===== config.mk =====
export PLATFORM = sky130hd
export DESIGN_NAME = pw_sequencer_flat
export DESIGN_NICKNAME = d
export VERILOG_FILES = /design/src/rtl/pw_pkg.sv /design/src/rtl/pw_sequencer_if.sv /design/src/rtl/pw_tick_gen.sv /design/src/rtl/pw_sequencer.sv /design/src/flat_wrapper.sv
export SDC_FILE = /design/constraint.sdc
export NUM_CORES = 1
export LEC_CHECK = 0
export ABC_CLOCK_PERIOD_IN_PS = 9100
export CORE_UTILIZATION = 38
export CTS_CLUSTER_SIZE = 16
export DETAILED_ROUTE_END_ITERATION = 16
export HOLD_SLACK_MARGIN = 0.05
export PLACE_DENSITY = 0.61
export SYNTH_ARGS = -nofsm -noshare
export SYNTH_HDL_FRONTEND = slang
export SYNTH_HIERARCHICAL = 1
export SYNTH_SLANG_ARGS = --single-unit

===== constraint.sdc =====
create_clock -name clkin -period 9.1 [get_ports clkin]
set_clock_uncertainty 0.15 [all_clocks]
set_input_delay 1.365 -clock clkin [delete_from_list [all_inputs] [get_ports clkin]]
set_output_delay 1.365 -clock clkin [all_outputs]
set_load 0.05 [all_outputs]

===== src/rtl/pw_pkg.sv =====
// Shared state encoding, digit constants and default timing for the pushbutton
// code sequencer.
package pw_pkg;

  typedef enum logic [2:0] {
    ST_IDLE,
    ST_ENTRY,
    ST_CHECK,
    ST_UNLOCK,
    ST_FAIL,
    ST_LOCKOUT
  } state_e;

  localparam logic [1:0] DIG_A = 2'd0;
  localparam logic [1:0] DIG_B = 2'd1;
  localparam logic [1:0] DIG_C = 2'd2;
  localparam logic [1:0] DIG_D = 2'd3;

  localparam int unsigned TICK_DIV_DEF      = 40_000_000;
  localparam logic [7:0]  CODE_DEF          = 8'b11_10_01_00;
  localparam int unsigned TIMEOUT_TICKS_DEF = 4;
  localparam int unsigned LOCK_TICKS_DEF    = 8;

  // Caller guarantees exactly one bit of btn is set.
  function automatic logic [1:0] btn_digit(input logic [3:0] btn);
    logic [1:0] dig;
    dig = DIG_A;
    if (btn[1]) dig = DIG_B;
    if (btn[2]) dig = DIG_C;
    if (btn[3]) dig = DIG_D;
    return dig;
  endfunction

  // First n LEDs lit; bit 0 is leda.
  function automatic logic [3:0] led_bar(input logic [2:0] n);
    return 4'((5'd1 << n) - 5'd1);
  endfunction

endpackage


===== src/rtl/pw_sequencer_if.sv =====
// Button inputs and status outputs of the code sequencer.
interface pw_sequencer_if;
  logic a, b, c, d, turnoff;
  logic leda, ledb, ledc, ledd;
  logic unlocked, alarm;

  modport master (
    output a, b, c, d, turnoff,
    input  leda, ledb, ledc, ledd, unlocked, alarm
  );

  modport slave (
    input  a, b, c, d, turnoff,
    output leda, ledb, ledc, ledd, unlocked, alarm
  );
endinterface


===== src/rtl/pw_tick_gen.sv =====
// Timing tick divider: one-cycle pulse every TICK_DIV cycles, re-phased by restart.
module pw_tick_gen
  import pw_pkg::*;
#(
  parameter int unsigned TICK_DIV = TICK_DIV_DEF
) (
  input  logic clkin,
  input  logic reset,
  input  logic restart,
  output logic tick
);

  localparam int unsigned   CW   = (TICK_DIV > 1) ? $clog2(TICK_DIV) : 1;
  localparam logic [CW-1:0] LAST = CW'(TICK_DIV - 1);

  logic [CW-1:0] cnt_q, cnt_d;

  assign tick = (cnt_q == LAST);

  always_comb begin
    cnt_d = cnt_q + CW'(1);
    if (restart || tick) cnt_d = '0;
  end

  always_ff @(posedge clkin or negedge reset) begin
    if (!reset) cnt_q <= '0;
    else        cnt_q <= cnt_d;
  end

endmodule


===== src/rtl/pw_sequencer.sv =====
// Four-digit pushbutton code lock: synchronised button edges drive an entry,
// check, fail-blink and lockout sequence with tick-based timeouts.
module pw_sequencer
  import pw_pkg::*;
#(
  parameter int unsigned TICK_DIV      = TICK_DIV_DEF,
  parameter logic [7:0]  CODE          = CODE_DEF,
  parameter int unsigned TIMEOUT_TICKS = TIMEOUT_TICKS_DEF,
  parameter int unsigned LOCK_TICKS    = LOCK_TICKS_DEF
) (
  input  logic          clkin,
  input  logic          reset,
  pw_sequencer_if.slave io
);

  localparam int unsigned    TMAX_A  = (TIMEOUT_TICKS > LOCK_TICKS) ? TIMEOUT_TICKS : LOCK_TICKS;
  localparam int unsigned    TMAX    = (TMAX_A > 2) ? TMAX_A : 2;
  localparam int unsigned    TCW     = $clog2(TMAX);
  localparam logic [TCW-1:0] TO_LAST = TCW'(TIMEOUT_TICKS - 1);
  localparam logic [TCW-1:0] LK_LAST = TCW'(LOCK_TICKS - 1);
  localparam logic [TCW-1:0] FL_LAST = TCW'(1);

  logic [4:0]     sync1_q, sync1_d, sync2_q, sync2_d;
  logic [4:0]     hist_q, hist_d, press_q, press_d;
  state_e         state_q, state_d;
  logic [7:0]     entry_q, entry_d;
  logic [1:0]     ndig_q, ndig_d;
  logic [1:0]     fails_q, fails_d;
  logic [TCW-1:0] tcnt_q, tcnt_d;
  logic [3:0]     leds_q, leds_d;
  logic           unlocked_q, unlocked_d;
  logic           alarm_q, alarm_d;
  logic           tick, restart, accept;
  logic           off_press, valid;
  logic [1:0]     digit;

  // Edge detection is registered so a press reaches the FSM three edges
  // after the input is first sampled high.
  always_comb begin
    sync1_d = {io.turnoff, io.d, io.c, io.b, io.a};
    sync2_d = sync1_q;
    hist_d  = sync2_q;
    press_d = sync2_q & ~hist_q;
  end

  assign off_press = press_q[4];
  assign valid     = $onehot(press_q[3:0]);
  assign digit     = btn_digit(press_q[3:0]);

  pw_tick_gen #(
    .TICK_DIV (TICK_DIV)
  ) u_tick (
    .clkin   (clkin),
    .reset   (reset),
    .restart (restart),
    .tick    (tick)
  );

  always_comb begin
    state_d    = state_q;
    entry_d    = entry_q;
    ndig_d     = ndig_q;
    fails_d    = fails_q;
    tcnt_d     = tcnt_q;
    leds_d     = leds_q;
    unlocked_d = unlocked_q;
    alarm_d    = alarm_q;
    accept     = 1'b0;

    case (state_q)
      ST_IDLE: begin
        if (!off_press && valid) begin
          entry_d = {6'b0, digit};
          ndig_d  = 2'd1;
          leds_d  = led_bar(3'd1);
          accept  = 1'b1;
          state_d = ST_ENTRY;
        end
      end
      ST_ENTRY: begin
        if (off_press) begin
          state_d = ST_IDLE;
        end else if (valid) begin
          entry_d[{ndig_q, 1'b0} +: 2] = digit;
          ndig_d = ndig_q + 2'd1;
          leds_d = led_bar({1'b0, ndig_q} + 3'd1);
          accept = 1'b1;
          if (ndig_q == 2'd3) state_d = ST_CHECK;
        end else if (tick) begin
          if (tcnt_q == TO_LAST) state_d = ST_IDLE;
          else                   tcnt_d  = tcnt_q + TCW'(1);
        end
      end
      ST_CHECK: begin
        if (off_press) begin
          state_d = ST_IDLE;
        end else if (entry_q == CODE) begin
          state_d    = ST_UNLOCK;
          unlocked_d = 1'b1;
          fails_d    = '0;
          leds_d     = '1;
        end else begin
          fails_d = fails_q + 2'd1;
          if (fails_q == 2'd2) begin
            state_d = ST_LOCKOUT;
            alarm_d = 1'b1;
            leds_d  = '0;
          end else begin
            state_d = ST_FAIL;
            leds_d  = '1;
          end
        end
      end
      ST_UNLOCK: begin
        if (off_press) state_d = ST_IDLE;
      end
      ST_FAIL: begin
        if (off_press) begin
          state_d = ST_IDLE;
        end else if (tick) begin
          if (tcnt_q == FL_LAST) begin
            state_d = ST_IDLE;
          end else begin
            leds_d = ~leds_q;
            tcnt_d = tcnt_q + TCW'(1);
          end
        end
      end
      ST_LOCKOUT: begin
        if (tick) begin
          if (tcnt_q == LK_LAST) begin
            state_d = ST_IDLE;
            fails_d = '0;
          end else begin
            tcnt_d = tcnt_q + TCW'(1);
          end
        end
      end
      default: state_d = ST_IDLE;
    endcase

    // Every path back to IDLE discards the entry and clears the outputs.
    if (state_d == ST_IDLE) begin
      entry_d    = '0;
      ndig_d     = '0;
      leds_d     = '0;
      unlocked_d = 1'b0;
      alarm_d    = 1'b0;
    end

    restart = accept || (state_d != state_q);
    if (restart) tcnt_d = '0;
  end

  always_ff @(posedge clkin or negedge reset) begin
    if (!reset) begin
      sync1_q    <= '0;
      sync2_q    <= '0;
      hist_q     <= '0;
      press_q    <= '0;
      state_q    <= ST_IDLE;
      entry_q    <= '0;
      ndig_q     <= '0;
      fails_q    <= '0;
      tcnt_q     <= '0;
      leds_q     <= '0;
      unlocked_q <= 1'b0;
      alarm_q    <= 1'b0;
    end else begin
      sync1_q    <= sync1_d;
      sync2_q    <= sync2_d;
      hist_q     <= hist_d;
      press_q    <= press_d;
      state_q    <= state_d;
      entry_q    <= entry_d;
      ndig_q     <= ndig_d;
      fails_q    <= fails_d;
      tcnt_q     <= tcnt_d;
      leds_q     <= leds_d;
      unlocked_q <= unlocked_d;
      alarm_q    <= alarm_d;
    end
  end

  assign io.leda     = leds_q[0];
  assign io.ledb     = leds_q[1];
  assign io.ledc     = leds_q[2];
  assign io.ledd     = leds_q[3];
  assign io.unlocked = unlocked_q;
  assign io.alarm    = alarm_q;

endmodule


===== src/flat_wrapper.sv =====
// flat-port wrapper written by rule: the top's interface ports become plain ports
module pw_sequencer_flat import pw_pkg::*;
#(
  parameter int unsigned TICK_DIV      = TICK_DIV_DEF,
  parameter logic [7:0]  CODE          = CODE_DEF,
  parameter int unsigned TIMEOUT_TICKS = TIMEOUT_TICKS_DEF,
  parameter int unsigned LOCK_TICKS    = LOCK_TICKS_DEF
)
  (clkin, reset, io_a, io_b, io_c, io_d, io_turnoff, io_leda, io_ledb, io_ledc, io_ledd, io_unlocked, io_alarm);
  pw_sequencer_if io_i ();
  input  logic clkin;
  input  logic reset;
  input wire logic [$bits(io_i.a)-1:0] io_a;
  input wire logic [$bits(io_i.b)-1:0] io_b;
  input wire logic [$bits(io_i.c)-1:0] io_c;
  input wire logic [$bits(io_i.d)-1:0] io_d;
  input wire logic [$bits(io_i.turnoff)-1:0] io_turnoff;
  output wire logic [$bits(io_i.leda)-1:0] io_leda;
  output wire logic [$bits(io_i.ledb)-1:0] io_ledb;
  output wire logic [$bits(io_i.ledc)-1:0] io_ledc;
  output wire logic [$bits(io_i.ledd)-1:0] io_ledd;
  output wire logic [$bits(io_i.unlocked)-1:0] io_unlocked;
  output wire logic [$bits(io_i.alarm)-1:0] io_alarm;
  assign io_i.a = io_a;
  assign io_i.b = io_b;
  assign io_i.c = io_c;
  assign io_i.d = io_d;
  assign io_i.turnoff = io_turnoff;
  assign io_leda = io_i.leda;
  assign io_ledb = io_i.ledb;
  assign io_ledc = io_i.ledc;
  assign io_ledd = io_i.ledd;
  assign io_unlocked = io_i.unlocked;
  assign io_alarm = io_i.alarm;
  pw_sequencer #(.TICK_DIV(TICK_DIV), .CODE(CODE), .TIMEOUT_TICKS(TIMEOUT_TICKS), .LOCK_TICKS(LOCK_TICKS)) u_core (.clkin(clkin), .reset(reset), .io(io_i));
endmodule

**Yosys cells after proc, flatten, opt, wreduce, memory -nomap -nowiden**

Cells that the tools add are included.

- Output and inout port bits: 6
- Logic and storage cells: 154
- Register bits after elaboration: 70
- Input bits: 7

- Reductions and logical operators: 19
- Shift operators: 3
- Add/sub/neg operators: 10
- Muxes and demuxes: 71
- Bitwise logic cells: 3
- Eq/ne operators: 35

Operators with widths:

| cell | number |
|---|---|
| $mux 3 | 24 |
| $mux 4 | 10 |
| $ne 3x3->1 const B | 13 |
| $mux 8 | 4 |
| $add 26x1->26 const B | 1 |
| $eq 26x26->1 const B | 1 |
| $mux 26 | 1 |
| $mux 2 | 10 |
| $pmux 3 s6 | 1 |
| $pmux 4 s4 | 1 |
| $pmux 8 s2 | 1 |
| $mux 1 | 14 |
| $reduce_and 4->1 | 3 |
| $reduce_and 10->1 | 1 |
| $eq 3x1->1 const B | 3 |
| $eq 3x2->1 const B | 3 |
| $eq 3x3->1 const B | 3 |
| $pmux 3 s3 | 1 |
| $bwmux 8 | 1 |
| $eq 8x8->1 const B | 1 |
| $ne 2x2->1 const B | 4 |
| $pmux 2 s2 | 2 |
| $reduce_and 8->1 | 1 |
| $reduce_bool 2->1 | 4 |
| 27 further kinds | 33 |

**Longest topological paths before layout**

- Depth in word-level cells: 10
- Mapped depth: 12
- Mapped depth without buffers: 10

**Cells and area by module**

The synthesis kept the hierarchy.

By module, submodules not included:

| module | times used | sequential area each (µm²) | area an instance (µm²) | cells each |
|---|---|---|---|---|
| pw_sequencer | 1 | 1,101.1 | 2,230.9 | 208 |
| pw_tick_gen | 1 | 650.6 | 1,476.4 | 143 |

**Least setup slack after synthesis**

OpenSTA, ideal clock, no wires.

- Path type: register to register
- Start point: reg u_core.u_tick.cnt_q[0]
- End point: reg u_core.u_tick.cnt_q[0]
- Setup time: 137 ps
- Buffers on the path: 3
- Data arrival time: 2,930 ps
- Cell stages (with the launch flop): 12
- Path slack: 5,882 ps
- Data required time: 8,813 ps
- Period minus slack after synthesis: 3,218 ps
- Path through: dfrtp_1 > ha_1 > and4_4 > nand2_4 > nor3_2 > buf_2 > a21oi_1 > or3_4 > o2111ai_2 > buf_1 > clkbuf_1 > nor3_1

- Longest elaborated chain between the ends: 9
- Elaborated cells on any way between the ends: 13
- Those cells by class: add/sub: 1; eq/ne: 2; mux: 8; reduce/logical: 2

RTL lines:

| what | RTL line | source |
|---|---|---|
| start: declaration | pw_tick_gen.sv:16 | `logic [CW-1:0] cnt_q, cnt_d;` |
| start signal: assignment | pw_tick_gen.sv:27 | `else cnt_q <= cnt_d;` |
| $eq 26x26->1 (*) | pw_tick_gen.sv:18 | `assign tick = (cnt_q == LAST);` |
| via u_core.tick | pw_sequencer.sv:33 | `logic tick, restart, accept;` |
| $mux 3 | pw_sequencer.sv:89 | `end else if (tick) begin` |
| $mux 3 | pw_sequencer.sv:83 | `end else if (valid) begin` |
| $mux 3 | pw_sequencer.sv:81 | `if (off_press) begin` |
| $pmux 3 s6 (*) | pw_sequencer.sv:70 | `case (state_q)` |
| via u_core.state_d[2] | pw_sequencer.sv:25 | `state_e state_q, state_d;` |
| $ne 3x3->1 (*) | pw_sequencer.sv:151 | `restart = accept \|\| (state_d != state_q);` |
| $logic_or 1x1->1 (*) | pw_sequencer.sv:151 |  |
| via u_core.restart | pw_sequencer.sv:33 |  |
| $logic_or 1x1->1 (*) | pw_tick_gen.sv:22 | `if (restart \|\| tick) cnt_d = '0;` |
| $mux 26 (*) | pw_tick_gen.sv:22 |  |
| via u_core.u_tick.cnt_d[0] | pw_tick_gen.sv:16 |  |

Mark *: on every way through the listed nets, which the timed path passes. The rest lies on a longest branch.
A chain may end at the register's enable or synchronous reset.

**Final worst setup path**

- Start point: reg u_core.press_q[0]
- End point: reg u_core.ndig_q[0]

- Longest elaborated chain between the ends: 9
- Elaborated cells on any way between the ends: 15
- Those cells by class: add/sub: 2; eq/ne: 4; mux: 5; reduce/logical: 4

RTL lines:

| what | RTL line | source |
|---|---|---|
| start: declaration | pw_sequencer.sv:24 | `logic [4:0] hist_q, hist_d, press_q, press_d;` |
| start signal: assignment | pw_sequencer.sv:173 | `press_q <= press_d;` |
| $add 1x1->2 (implied by the code) (*) | pw_sequencer.sv:47 | `assign valid = $onehot(press_q[3:0]);` |
| $add 3x3->3 (implied by the code) (*) | pw_sequencer.sv:47 |  |
| $eq 3x1->1 (*) | pw_sequencer.sv:47 |  |
| $mux 3 / $logic_and 1x1->1 (equally long branches) | pw_sequencer.sv:83, pw_sequencer.sv:72 |  |
| $mux 3 (on tied branches) | pw_sequencer.sv:81, pw_sequencer.sv:72 |  |
| $pmux 3 s6 (*) | pw_sequencer.sv:70 |  |
| via u_core.state_d[0] | pw_sequencer.sv:25 |  |
| $logic_not 3->1 (*) | pw_sequencer.sv:143 | `if (state_d == ST_IDLE) begin` |
| $ne 3x3->1 (no source line) (tied with other cells) | n/a |  |
| $reduce_and 4->1 (no source line) | n/a |  |
| end signal: assignment | pw_sequencer.sv:176 | `ndig_q <= ndig_d;` |
| end: declaration | pw_sequencer.sv:27 | `logic [1:0] ndig_q, ndig_d;` |

Marks and branches as above.

==> flow_metrics.py <==
metrics = {
    "status": {
        "status": "finished clean",
    },
    "route": {
        "routed-via-count": 2674,
        "viasPerCell": 5.380,
        "drc": 0,
        "ant_nets": 0,
        "met3_length_um": 175,
        "wl_met2_um": 3219,
        "wirelength_um": 7224,
        "drtIter0Drc": 188,
        "first_pass_iters": 4,
        "wl_met1_um": 3734,
        "routedWlPerCell_um": 14.54,
        "topRoutingLayerUsed": "met4",
    },
    "clocking": {
        "cts.sinks": 70,
        "cts_resized": 0,
        "clockBufferDepth": 2,
        "clk-insertion-delay-late_ns": 0.35,
        "root_buffer": "clkbuf_8",
        "postCtsHoldBufs": 0,
        "postCtsSetupBuffers": 0,
        "cts-htree-levels": 3,
        "numCtsBuffers": 9,
        "clk_pin_slew_worst_paths_ns": 0.08,
        "tritoncts": "built",
    },
    "die": {
        "die_h_um": 100.8,
        "ios": 13,
        "start_util_pct": 39.75,
        "die_width_um": 100.8,
        "core_area_mm2": 0.009328,
        "dieArea_mm2": 0.01015,
        "rows": 35,
    },
    "power": {
        "p_sw_share_pct": 33.04,
        "pwr-share-seq_pct": 49.0,
        "comb_power_share_pct": 17.6,
        "pwr-share-clk_pct": 33.4,
        "vdd_drop_max_uv": 135.0,
        "power_switching_w": 0.0002337,
        "p_per_area_mw_per_mm2": 172.1,
        "p_int_w": 0.0004737,
        "leakage_nw": 1.680,
        "totalPowerFinal_w": 0.0007075,
    },
    "timing": {
        "tightestPinTransition_ns": 0.8860,
        "setup_viol": 0,
        "hold-worst-slack_ns": 0.2024,
        "tns_ns": 0,
        "finalHoldViolations": 0,
        "setup_ws_ns": 5.804,
        "max_freq_mhz": 303.4,
        "post-route-period-util_pct": 36.22,
        "fin_crit_ns": 3.296,
        "grt_setup_unrepaired": "false",
        "relSlewSlack_pct": 40.93,
        "maxSlewViolCount": 0,
    },
    "synth": {
        "syn_area_per_cell_um2": 10.56,
        "ys.flop_type": "dfrtp_1",
        "synth_cell_types": 70,
        "synth_seq_area_share_pct": 47.25,
        "syn-cell-area_mm2": 0.003707,
        "synthArstFlopShare_pct": 100.0,
        "synth-seq-cells": 70,
        "yosys_warnings": 6,
        "synth_fp_nets": 374,
        "synth_edf_count": 0,
        "synth_cells": 351,
    },
    "run": {
        "maxCapViolCount": 0,
    },
    "setup_path": {
        "cp_slowest_stage_delay_ns": 0.64,
        "arrival_ns": 3.34,
        "worstPathRequired_ns": 9.15,
        "slowest_stage": "nor3_4",
        "ff2ff_setup_slack_ns": 5.80,
        "critPathMaxFanout": 16,
        "crit_type": "flop to flop",
        "critPathBufInv": 2,
        "endpoint_kind": "flop",
        "timing.rr.start": "u_core/press_q[0]$_DFF_PN0_",
        "cp.depth": 10,
        "cp_cell_sequence": "inv_1, fa_1, inv_1, ha_1, ha_1, nor3b_1, a2111o_1, nand4b_1, nor3_4, nor3_1",
        "timing.rr.end": "u_core/ndig_q[0]$_DFFE_PN0P_",
        "r2r_cells": 10,
        "cp_top_family": "simple AND/OR/NAND/NOR gates",
        "startpoint_type": "flop",
    },
    "global_route": {
        "grt_pass1_wl_um": 12790,
        "antenna_found_initial": 0,
        "grt_max_degree": 71,
        "grt.total_usage_pct": 16.27,
        "grt_pass1_vias": 2650,
        "gr-total-overflow": 0,
    },
    "placed_design": {
        "dp.cells": 481,
        "port_buffers": 12,
        "dp_hpwl_um": 4818,
        "place_congestion": 0.7784,
        "pre_cts_slack_ns": 5.822,
    },
    "layout": {
        "diodes": 0,
        "layout.nets": 386,
        "area_growth_pct": 10.90,
        "stdcell_count": 497,
        "multi_input_area_mm2": 0.001815,
        "drive_gt1_share_pct": 12.77,
        "fill_cells": 891,
        "regArea_mm2": 0.001752,
    },
    "min_path": {
        "whs_endpoint": "u_core/hist_d[0]$_DFF_PN0_",
        "min_path_type": "flop to flop",
        "min_path_cells": 0,
        "worstHoldStart": "u_core/sync1_q[0]$_DFF_PN0_",
    },
}
-- logic make-up after synthesis --
logic type	after synthesis	share of synthesized area [%]
adders and majority gates	16	5.602
and+or+nand+nor	144	24.54
xor gates and xnor gates	15	3.544
buffers and inverters	31	3.948
AOI/OAI and AO/OA	71	14.01
DFF	70	47.25
muxes	4	1.114
-- worst max-delay path by stage --
stage,slack [ns],end,start
after floorplan,5.88,u_core/u_tick/cnt_q[0]$_DFF_PN0_,u_core/u_tick/cnt_q[0]$_DFF_PN0_
after global placement,5.97,u_core/ndig_q[0]$_DFFE_PN0P_,u_core/press_q[0]$_DFF_PN0_
after detailed placement,5.82,u_core/ndig_q[0]$_DFFE_PN0P_,u_core/press_q[0]$_DFF_PN0_
after CTS,5.79,u_core/ndig_q[0]$_DFFE_PN0P_,u_core/press_q[0]$_DFF_PN0_
after global routing,5.58,u_core/ndig_q[0]$_DFFE_PN0P_,u_core/press_q[0]$_DFF_PN0_
final,5.80,u_core/ndig_q[0]$_DFFE_PN0P_,u_core/press_q[0]$_DFF_PN0_
-- per-stage QoR --
| stage | area (µm²) | util, % |
|---|---|---|
| floorplan | 3707 | - |
| global placement | 3929 | 42.12 |
| detailed placement | 3929 | 42.12 |
| CTS | 4111 | 44.08 |
| global route | 4111 | 44.08 |
| finish | 4111 | 44.08 |
-- cells in the final DEF (no fill, tap or decap), types with 4 or more instances in the layout --
| master | n |
|---|---|
| xnor2_1 | 5 |
| or4_1 | 5 |
| a21oi_1 | 11 |
| nand2_1 | 22 |
| dfrtp_1 | 70 |
| and3_1 | 4 |
| xor2_1 | 10 |
| nand3_1 | 14 |
| clkdlybuf4s50_1 | 11 |
| a211oi_2 | 4 |
| nor2_1 | 21 |
| clkbuf_8 | 9 |
| ha_1 | 15 |
| o22ai_1 | 4 |
| o21ai_0 | 12 |
| o31ai_1 | 6 |
| nor3_1 | 16 |
| a211oi_1 | 8 |
| inv_1 | 18 |
| nor2b_1 | 7 |
| or3_1 | 5 |
| inv_6 | 5 |
| nand4_1 | 8 |
-- routing by layer --
metal	up-vias	GRT usage (%)
li1	1309	-
met1	1322	22.79
met2	35	24.60
met3	8	3.537
met4	0	6.355
met5	-	0
-- registers in the layout, summed over array words and instances, names as in the netlist, 2 cells and up --
register,cells
u_core/sync1_q,5
u_core/hist_q,5
u_core/entry_q,8
u_core/ndig_q,2
u_core/leds_q,4
u_core/press_q,5
u_core/fails_q,2
u_core/hist_d,5
u_core/tcnt_q,3
u_core/state_q,3
u_core/u_tick/cnt_q,26
-- power groups by stage --
stage | Sequential [W] | Combinational [W] | Clock [W]
finish | 0.000347 | 0.000125 | 0.000236
global route | 0.000350 | 0.000140 | 0.000258
CTS | 0.000347 | 0.000125 | 0.000245
detailed placement | 0.000353 | 0.000125 | 0
global placement | 0.000352 | 0.000123 | 0
floorplan | 0.000348 | 0.0000987 | 0
-- cell usage after synthesis, drive strengths merged (2+ instances only) --
master | count | area (µm²)
o21ai | 13 | 65.06
a22oi | 3 | 22.52
a211oi | 12 | 110.1
nor4 | 2 | 12.51
nor2b | 7 | 43.79
nand4 | 10 | 83.83
nor3b | 3 | 22.52
and2 | 2 | 12.51
xor2 | 10 | 87.58
dfrtp | 70 | 1752
nand3b | 3 | 22.52
mux2i | 3 | 30.03
or3b | 3 | 26.28
o22a | 3 | 26.28
and4 | 7 | 70.07
o311ai | 2 | 17.52
or2 | 2 | 12.51
a21oi | 14 | 81.33
nand2b | 4 | 32.53
a31oi | 2 | 12.51
clkbuf | 3 | 11.26
and3 | 4 | 25.02
nand4b | 2 | 17.52
o211ai | 2 | 15.01
or3 | 6 | 42.54
or4 | 6 | 48.80
inv | 18 | 67.56
ha | 15 | 187.7
nand3 | 15 | 80.08
o31ai | 6 | 45.04
buf | 10 | 67.56
nor2 | 21 | 78.83
nor3 | 18 | 106.4
nor4b | 3 | 47.54
o22ai | 4 | 25.02
xnor2 | 5 | 43.79
nand2 | 23 | 93.84
a21o | 2 | 15.01
-- area by class of cell --
type / count / area share [%]
clock inverter: 7 / 1.430
tap: 129 / 3.926
multi-input combinational: 250 / 44.16
sequential: 70 / 42.61
clock buffer: 9 / 3.013
timing repair buffer: 14 / 3.226
inverter: 18 / 1.643
Note: power is estimated with default switching activity, not from simulation.
